<file path="src/rtl/bpu_pkg.sv">
// Shared types and helpers for the gshare branch predictor.
package bpu_pkg;

  // One BTB entry. The tag field is wide enough for the smallest legal BTB;
  // unused upper tag bits are stored as zero.
  typedef struct packed {
    logic        valid;
    logic [29:0] tag;
    logic [31:0] target;
    logic        is_jmp;
  } btb_entry_t;

  // Weakly not-taken reset value for a counter of width w.
  function automatic logic [31:0] cnt_reset(int unsigned w);
    return (32'd1 << (w - 1)) - 32'd1;
  endfunction

  // Saturating up/down step of a w-bit counter.
  function automatic logic [31:0] sat_update(logic [31:0] cnt, logic up, int unsigned w);
    logic [31:0] max;
    max = (32'd1 << w) - 32'd1;
    if (up) begin
      return (cnt == max) ? cnt : cnt + 32'd1;
    end
    return (cnt == 32'd0) ? cnt : cnt - 32'd1;
  endfunction

endpackage

</file>
<file path="src/rtl/gshare_bpu_if.sv">
// Fetch-side lookup and execute-side resolve signals of the gshare predictor.
interface gshare_bpu_if #(
  parameter int unsigned GHR_W = 8
) ();

  logic             fetch;
  logic [31:0]      fetch_pc;
  logic             predict_taken;
  logic             predict_valid;
  logic [31:0]      predict_pc;
  logic [GHR_W-1:0] predict_ghr;
  logic             exe_valid;
  logic             exe_is_br;
  logic [31:0]      exe_pc;
  logic             exe_taken;
  logic [31:0]      exe_target;
  logic [GHR_W-1:0] exe_ghr;
  logic             exe_mispredict;

  // IFU / execute side
  modport master (
    output fetch, fetch_pc, exe_valid, exe_is_br, exe_pc, exe_taken, exe_target,
           exe_ghr, exe_mispredict,
    input  predict_taken, predict_valid, predict_pc, predict_ghr
  );

  // Predictor side
  modport slave (
    input  fetch, fetch_pc, exe_valid, exe_is_br, exe_pc, exe_taken, exe_target,
           exe_ghr, exe_mispredict,
    output predict_taken, predict_valid, predict_pc, predict_ghr
  );

endinterface

</file>
<file path="src/rtl/gshare_btb.sv">
// Direct-mapped BTB: combinational hit/type peek, registered hit/target port,
// single write port. Reads always see the pre-write contents.
module gshare_btb
  import bpu_pkg::*;
#(
  parameter  int unsigned SIZE = 16,
  localparam int unsigned IW   = $clog2(SIZE)
) (
  input  logic          clk,
  input  logic          rst_n,
  input  logic          lk_en,
  input  logic [IW-1:0] lk_idx,
  input  logic [29:0]   lk_tag,
  output logic          lk_hit,
  output logic          lk_is_jmp,
  output logic          rd_hit,
  output logic [31:0]   rd_target,
  input  logic          wr_en,
  input  logic [IW-1:0] wr_idx,
  input  logic [29:0]   wr_tag,
  input  logic [31:0]   wr_target,
  input  logic          wr_is_jmp
);

  btb_entry_t  mem_q [SIZE];
  btb_entry_t  entry;
  logic        rd_hit_q;
  logic [31:0] rd_target_q;

  // Combinational lookup of the indexed entry
  always_comb begin
    entry     = mem_q[lk_idx];
    lk_hit    = entry.valid && (entry.tag == lk_tag);
    lk_is_jmp = entry.is_jmp;
  end

  // Entry storage; only valid bits need a reset
  always_ff @(posedge clk) begin
    if (!rst_n) begin
      for (int i = 0; i < int'(SIZE); i++) begin
        mem_q[i].valid <= 1'b0;
      end
    end else if (wr_en) begin
      mem_q[wr_idx] <= '{valid: 1'b1, tag: wr_tag, target: wr_target, is_jmp: wr_is_jmp};
    end
  end

  // Registered read port, holds while no lookup; target is zero on a miss
  always_ff @(posedge clk) begin
    if (!rst_n) begin
      rd_hit_q    <= 1'b0;
      rd_target_q <= '0;
    end else if (lk_en) begin
      rd_hit_q    <= lk_hit;
      rd_target_q <= lk_hit ? entry.target : 32'd0;
    end
  end

  assign rd_hit    = rd_hit_q;
  assign rd_target = rd_target_q;

endmodule

</file>
<file path="src/rtl/gshare_bpu.sv">
// Gshare predictor: PC^GHR indexed saturating-counter PHT, speculative GHR
// with mispredict repair, and a direct-mapped BTB for targets and type.
module gshare_bpu
  import bpu_pkg::*;
#(
  parameter int unsigned PHT_DEPTH = 256,
  parameter int unsigned GHR_W     = 8,
  parameter int unsigned CNT_W     = 2,
  parameter int unsigned BTB_SIZE  = 16
) (
  input logic         clk,
  input logic         rst_n,
  gshare_bpu_if.slave bus
);

  localparam int unsigned AW = $clog2(PHT_DEPTH);
  localparam int unsigned IW = $clog2(BTB_SIZE);

  typedef logic [GHR_W-1:0] ghr_t;

  logic [CNT_W-1:0] pht_q [PHT_DEPTH];
  ghr_t             spec_ghr_q, spec_ghr_d;
  ghr_t             predict_ghr_q;
  logic             predict_taken_q;
  logic [AW-1:0]    rd_idx, wr_idx;
  logic [29:0]      fetch_tag, exe_tag;
  logic             lk_hit, lk_is_jmp, pred_dir;
  logic             unused_pc_bits;

  assign rd_idx    = bus.fetch_pc[2+:AW] ^ AW'(spec_ghr_q);
  assign wr_idx    = bus.exe_pc[2+:AW] ^ AW'(bus.exe_ghr);
  assign fetch_tag = 30'(bus.fetch_pc[31:2+IW]);
  assign exe_tag   = 30'(bus.exe_pc[31:2+IW]);
  assign pred_dir  = lk_hit && (lk_is_jmp || pht_q[rd_idx][CNT_W-1]);

  // Instructions are word aligned
  assign unused_pc_bits = ^{bus.fetch_pc[1:0], bus.exe_pc[1:0]};

  gshare_btb #(
    .SIZE (BTB_SIZE)
  ) u_btb (
    .clk       (clk),
    .rst_n     (rst_n),
    .lk_en     (bus.fetch),
    .lk_idx    (bus.fetch_pc[2+:IW]),
    .lk_tag    (fetch_tag),
    .lk_hit    (lk_hit),
    .lk_is_jmp (lk_is_jmp),
    .rd_hit    (bus.predict_valid),
    .rd_target (bus.predict_pc),
    .wr_en     (bus.exe_valid && bus.exe_taken),
    .wr_idx    (bus.exe_pc[2+:IW]),
    .wr_tag    (exe_tag),
    .wr_target (bus.exe_target),
    .wr_is_jmp (!bus.exe_is_br)
  );

  // Next speculative history; repair overrides the fetch-side shift.
  // The sized cast of {h, b} keeps the low GHR_W bits, which also covers GHR_W = 1.
  always_comb begin
    spec_ghr_d = spec_ghr_q;
    if (bus.fetch && lk_hit && !lk_is_jmp) begin
      spec_ghr_d = ghr_t'({spec_ghr_q, pred_dir});
    end
    if (bus.exe_valid && bus.exe_mispredict) begin
      spec_ghr_d = bus.exe_is_br ? ghr_t'({bus.exe_ghr, bus.exe_taken}) : bus.exe_ghr;
    end
  end

  // History register and registered direction/snapshot outputs
  always_ff @(posedge clk) begin
    if (!rst_n) begin
      spec_ghr_q      <= '0;
      predict_taken_q <= 1'b0;
      predict_ghr_q   <= '0;
    end else begin
      spec_ghr_q <= spec_ghr_d;
      if (bus.fetch) begin
        predict_taken_q <= pred_dir;
        predict_ghr_q   <= spec_ghr_q;
      end
    end
  end

  // PHT counters, trained by resolved conditional branches
  always_ff @(posedge clk) begin
    if (!rst_n) begin
      for (int i = 0; i < int'(PHT_DEPTH); i++) begin
        pht_q[i] <= CNT_W'(cnt_reset(CNT_W));
      end
    end else if (bus.exe_valid && bus.exe_is_br) begin
      pht_q[wr_idx] <= CNT_W'(sat_update(32'(pht_q[wr_idx]), bus.exe_taken, CNT_W));
    end
  end

  assign bus.predict_taken = predict_taken_q;
  assign bus.predict_ghr   = predict_ghr_q;

endmodule

</file>
<file path="src/flat_wrapper.sv">
// flat-port wrapper written by rule: the top's interface ports become plain ports
module gshare_bpu_flat import bpu_pkg::*;
#(
  parameter int unsigned PHT_DEPTH = 256,
  parameter int unsigned GHR_W     = 8,
  parameter int unsigned CNT_W     = 2,
  parameter int unsigned BTB_SIZE  = 16
)
  (clk, rst_n, bus_fetch, bus_fetch_pc, bus_exe_valid, bus_exe_is_br, bus_exe_pc, bus_exe_taken, bus_exe_target, bus_exe_ghr, bus_exe_mispredict, bus_predict_taken, bus_predict_valid, bus_predict_pc, bus_predict_ghr);
  gshare_bpu_if #(.GHR_W(GHR_W)) bus_i ();
  input logic clk;
  input logic rst_n;
  input wire logic [$bits(bus_i.fetch)-1:0] bus_fetch;
  input wire logic [$bits(bus_i.fetch_pc)-1:0] bus_fetch_pc;
  input wire logic [$bits(bus_i.exe_valid)-1:0] bus_exe_valid;
  input wire logic [$bits(bus_i.exe_is_br)-1:0] bus_exe_is_br;
  input wire logic [$bits(bus_i.exe_pc)-1:0] bus_exe_pc;
  input wire logic [$bits(bus_i.exe_taken)-1:0] bus_exe_taken;
  input wire logic [$bits(bus_i.exe_target)-1:0] bus_exe_target;
  input wire logic [$bits(bus_i.exe_ghr)-1:0] bus_exe_ghr;
  input wire logic [$bits(bus_i.exe_mispredict)-1:0] bus_exe_mispredict;
  output wire logic [$bits(bus_i.predict_taken)-1:0] bus_predict_taken;
  output wire logic [$bits(bus_i.predict_valid)-1:0] bus_predict_valid;
  output wire logic [$bits(bus_i.predict_pc)-1:0] bus_predict_pc;
  output wire logic [$bits(bus_i.predict_ghr)-1:0] bus_predict_ghr;
  assign bus_i.fetch = bus_fetch;
  assign bus_i.fetch_pc = bus_fetch_pc;
  assign bus_i.exe_valid = bus_exe_valid;
  assign bus_i.exe_is_br = bus_exe_is_br;
  assign bus_i.exe_pc = bus_exe_pc;
  assign bus_i.exe_taken = bus_exe_taken;
  assign bus_i.exe_target = bus_exe_target;
  assign bus_i.exe_ghr = bus_exe_ghr;
  assign bus_i.exe_mispredict = bus_exe_mispredict;
  assign bus_predict_taken = bus_i.predict_taken;
  assign bus_predict_valid = bus_i.predict_valid;
  assign bus_predict_pc = bus_i.predict_pc;
  assign bus_predict_ghr = bus_i.predict_ghr;
  gshare_bpu #(.PHT_DEPTH(PHT_DEPTH), .GHR_W(GHR_W), .CNT_W(CNT_W), .BTB_SIZE(BTB_SIZE)) u_core (.clk(clk), .rst_n(rst_n), .bus(bus_i));
endmodule
</file>
<file path="config.mk">
export PLATFORM = sky130hd
export DESIGN_NAME = gshare_bpu_flat
export DESIGN_NICKNAME = d
export VERILOG_FILES = /design/src/rtl/bpu_pkg.sv /design/src/rtl/gshare_bpu_if.sv /design/src/rtl/gshare_btb.sv /design/src/rtl/gshare_bpu.sv /design/src/flat_wrapper.sv
export SDC_FILE = /design/constraint.sdc
export NUM_CORES = 2
export LEC_CHECK = 0
export CAP_MARGIN = 20
export CORE_MARGIN = 3
export CORE_UTILIZATION = 40
export CTS_BUF_LIST = sky130_fd_sc_hd__clkbuf_8
export DETAILED_ROUTE_END_ITERATION = 7
export GPL_TIMING_DRIVEN = 0
export PLACE_DENSITY_LB_ADDON = 0.25
export SYNTH_ARGS = -nofsm -noshare
export SYNTH_HDL_FRONTEND = slang
export SYNTH_SLANG_ARGS = --single-unit
</file>
<file path="constraint.sdc">
create_clock -name clk -period 7.99 [get_ports clk]
set_input_delay 1.1985 -clock clk [delete_from_list [all_inputs] [get_ports clk]]
set_output_delay 1.1985 -clock clk [all_outputs]
set_load 0.05 [all_outputs]
</file>
==> flow_summary_export.csv <==
group,metric,value,unit
power,p_switching,4930,uW
power,combPwrFrac,0.131,
floorplan,io_pins,153,
power,netSwitchingFraction,0.272,
power,p_total,18100,uW
cells_and_area,layout_common_cells,"edfxtp_1 (1,456), mux4_2 (436), clkbuf_8 (300)",
power,vdd_ir_drop_max,0.000192,V
clock_tree,clk_latency,1.01,ns
logic_synthesis,yosysSeqAreaShare,0.678,
timing,setup_viol,0,
global_routing,grt_remaining_overflow,0,
global_routing,grt_pass1_wl,346000,um
critical_path,reg2reg_from,"u_core.u_btb.mem_q[7][48]",
cells_and_area,drive_above_1_share,0.243,
critical_path,crit_start,"bus_exe_ghr[2]",
place,globalplace.congestion,1.08,
critical_path,crit_path_end_kind,"flop",
drt,num_vias,43700,
cells_and_area,layout.nets,4602,
clock_tree,cts_made_buffers,278,
timing,fmax,151,MHz
timing,fin_crit_sh,0.829,
floorplan,core-area,164000,um^2
clock_tree,postCtsHoldBufs,0,
critical_path,required,8.65,ns
logic_synthesis,synth_area_leaders,"edfxtp_1 (66%), mux4_2 (15%), nor3_1 (2.2%)",
floorplan,die_h,414,um
clock_tree,clkSinkCount,1522,
critical_path,crit_arrival,7.28,ns
timing,hold_viol,0,
drt,firstDrtPassIters,8,
place,port_buffers,141,
timing,skew,0.0799,ns
floorplan,fp-row-count,148,
floorplan,die_area,171000,um^2
worst_hold_path,min-delay-start,"u_core.u_btb.mem_q[6][59]",
drt,viasPerCell,6.36,
timing,rsz0062_at_grt,"false",
clock_tree,cts_resized,0,
place,hpwlAfterDp,178000,um
worst_hold_path,hold_class,"flop to flop",
timing,min_period,6.62,ns
logic_synthesis,synth_cell_types,62,
flow_run,max-cap-violations,0,
global_routing,grtUsageTotal,0.296,
global_routing,antenna_found_initial,28,
clock_tree,htree_num_levels,5,
logic_synthesis,synth_largest_area_cell,"edfxtp_1",
timing,holdWs,0.450,ns
critical_path,path_max_fanout,10,
timing,worst_pin_slew,1.36,ns
clock_tree,clk_pin_slew_worst_paths,0.06,ns
power,powerDensity,233,nW/um^2
logic_synthesis,synth_top_area_frac,0.658,
clock_tree,clock_path_buffers,4,
global_routing,grt_pass1_vias,42500,
global_routing,grt_max_degree,21,
critical_path,critPathKind,"primary input to flop",
floorplan,die_x,414,um
logic_synthesis,synth_edf_count,1456,
cells_and_area,syn_to_final_growth,17.4,%
logic_synthesis,synthFlopType,"edfxtp_1",
drt,wl,254000,um
logic_synthesis,syn_nets,4034,
clock_tree,tritoncts,"yes",
critical_path,start_kind,"primary input",
floorplan,start_util,0.405,
drt,antenna_left,0,
logic_synthesis,syn_avg_cell_area,16.9,um^2
timing,report.final.slew_viol_count,0,
drt,route.detailed.drc,0,
power,power_frac_clock,0.379,
cells_and_area,layout_commonest_cell,"edfxtp_1",
outcome,status,"finished, final reports clean",
logic_synthesis,ys_async_sr_fraction,0,
logic_synthesis,yosysWarningCount,0,
power,p_leak,0.0243,uW
drt,avgRoutedWirePerCell,37.0,um
clock_tree,root_buffer,"clkbuf_8",
power,p_int,13200,uW
timing,slew_headroom,0.0946,
logic_synthesis,synth_cells,3923,
power,p_seq_frac,0.489,
logic_synthesis,synth.ff_latch_count,1522,
clock_tree,postCtsSetupRepairBufs,0,
drt,drtIter0Drc,6906,
logic_synthesis,syn_area,66400,um^2
-- layout make-up --
| cell class | count | area (um^2) |
|---|---|---|
| Antenna cell | 23 | 57.6 |
| Buffer | 368 | 2080 |
| Clock buffer | 300 | 4130 |
| Clock inverter | 168 | 838 |
| Fill cell | 14200 | 85900 |
| Inverter | 6 | 22.5 |
| Multi-Input combinational cell | 2027 | 19500 |
| Sequential cell | 1522 | 45000 |
| Tap cell | 2175 | 2720 |
| Timing Repair Buffer | 288 | 3660 |
-- sequential cells by signal, summed over array words and instances, names as in the netlist --
signal                    count
u_core.u_btb.mem_q          960
u_core.bus.predict_taken      1
u_core.u_btb.rd_hit           1
u_core.spec_ghr_q             8
u_core.u_btb.rd_target       32
u_core.bus.predict_ghr        8
u_core.pht_q                512
-- logic make-up after synthesis --
kind of cell             synth area share
flip-flops                          0.678
AND/OR/NAND/NOR                    0.0701
multiplexers                        0.173
AO/OA/AOI/OAI                      0.0373
buffers and inverters              0.0316
XOR/XNOR                          0.00985
adder cells (fa/ha/maj)          0.000207
-- stage by stage --
stage / TNS (ns) / util / setup WS, ns / cell area [um^2] / cells
floorplan: 0 / - / 1.41 / 66400 / 3923
global route: 0 / 0.476 / 1.56 / 78000 / 6856
global placement: -2653.54 / 0.431 / -6.01 / 70600 / 6239
finish: 0 / 0.476 / 1.37 / 78000 / 6877
CTS: 0 / 0.475 / 1.77 / 77800 / 6843
detailed placement: 0 / 0.444 / 0.751 / 72800 / 6375
-- final timing paths --
check	endpoint	slack, ns	cells after the start
worst min register to register	u_core.u_btb.mem_q[6][59]	0.45	1
worst max register to register	u_core.bus.predict_taken	3.32	10
worst min-delay path	u_core.u_btb.mem_q[6][59]	0.45	1
worst max-delay path	u_core.pht_q[13][0]	1.37	14
-- cell usage after synthesis (37+ instances only) --
master and n:
edfxtp_1 1456, mux4_2 436, nor3_1 291, nand3_1 282, o21ai_0 267, clkbuf_1 216, nand2_1 132, mux2i_1 116
nor2_1 92, nand2b_1 71, buf_6 68, dfxtp_1 66, buf_2 46, xor2_1 40, nand4_1 37
-- power by group through the flow --
| stage | Clock [uW] | Combinational [uW] | Sequential [uW] |
|---|---|---|---|
| after floorplan | 0 | 1300 | 9030 |
| after global routing | 7320 | 2400 | 8880 |
| after detailed placement | 0 | 2270 | 9040 |
| final | 6890 | 2380 | 8880 |
| after global placement | 0 | 2230 | 9050 |
| after CTS | 6960 | 2280 | 8880 |
-- critical path, cell delays in order --
cell             delay, ns
clkdlybuf4s50_1       0.82
xor2_2                0.83
buf_4                 0.42
buf_2                 0.63
buf_2                 0.62
mux2i_1               0.21
a22oi_1               0.73
and4_1                0.36
nand3_1               0.18
nor3_2                0.24
maj3_4                0.36
buf_6                 0.24
buf_6                 0.24
nand3_1               0.10
-- layer usage --
layer / up-vias / share of wire / wire length, um / track usage
li1: 17000 / - / - / -
met1: 22600 / 0.37 / 95400 / 0.389
met2: 3340 / 0.44 / 112000 / 0.434
met3: 786 / 0.13 / 32000 / 0.103
met4: 8 / 0.060 / 15300 / 0.153
met5: - / 0.00018 / 47 / 0
Power figures use the tool's default switching activity.
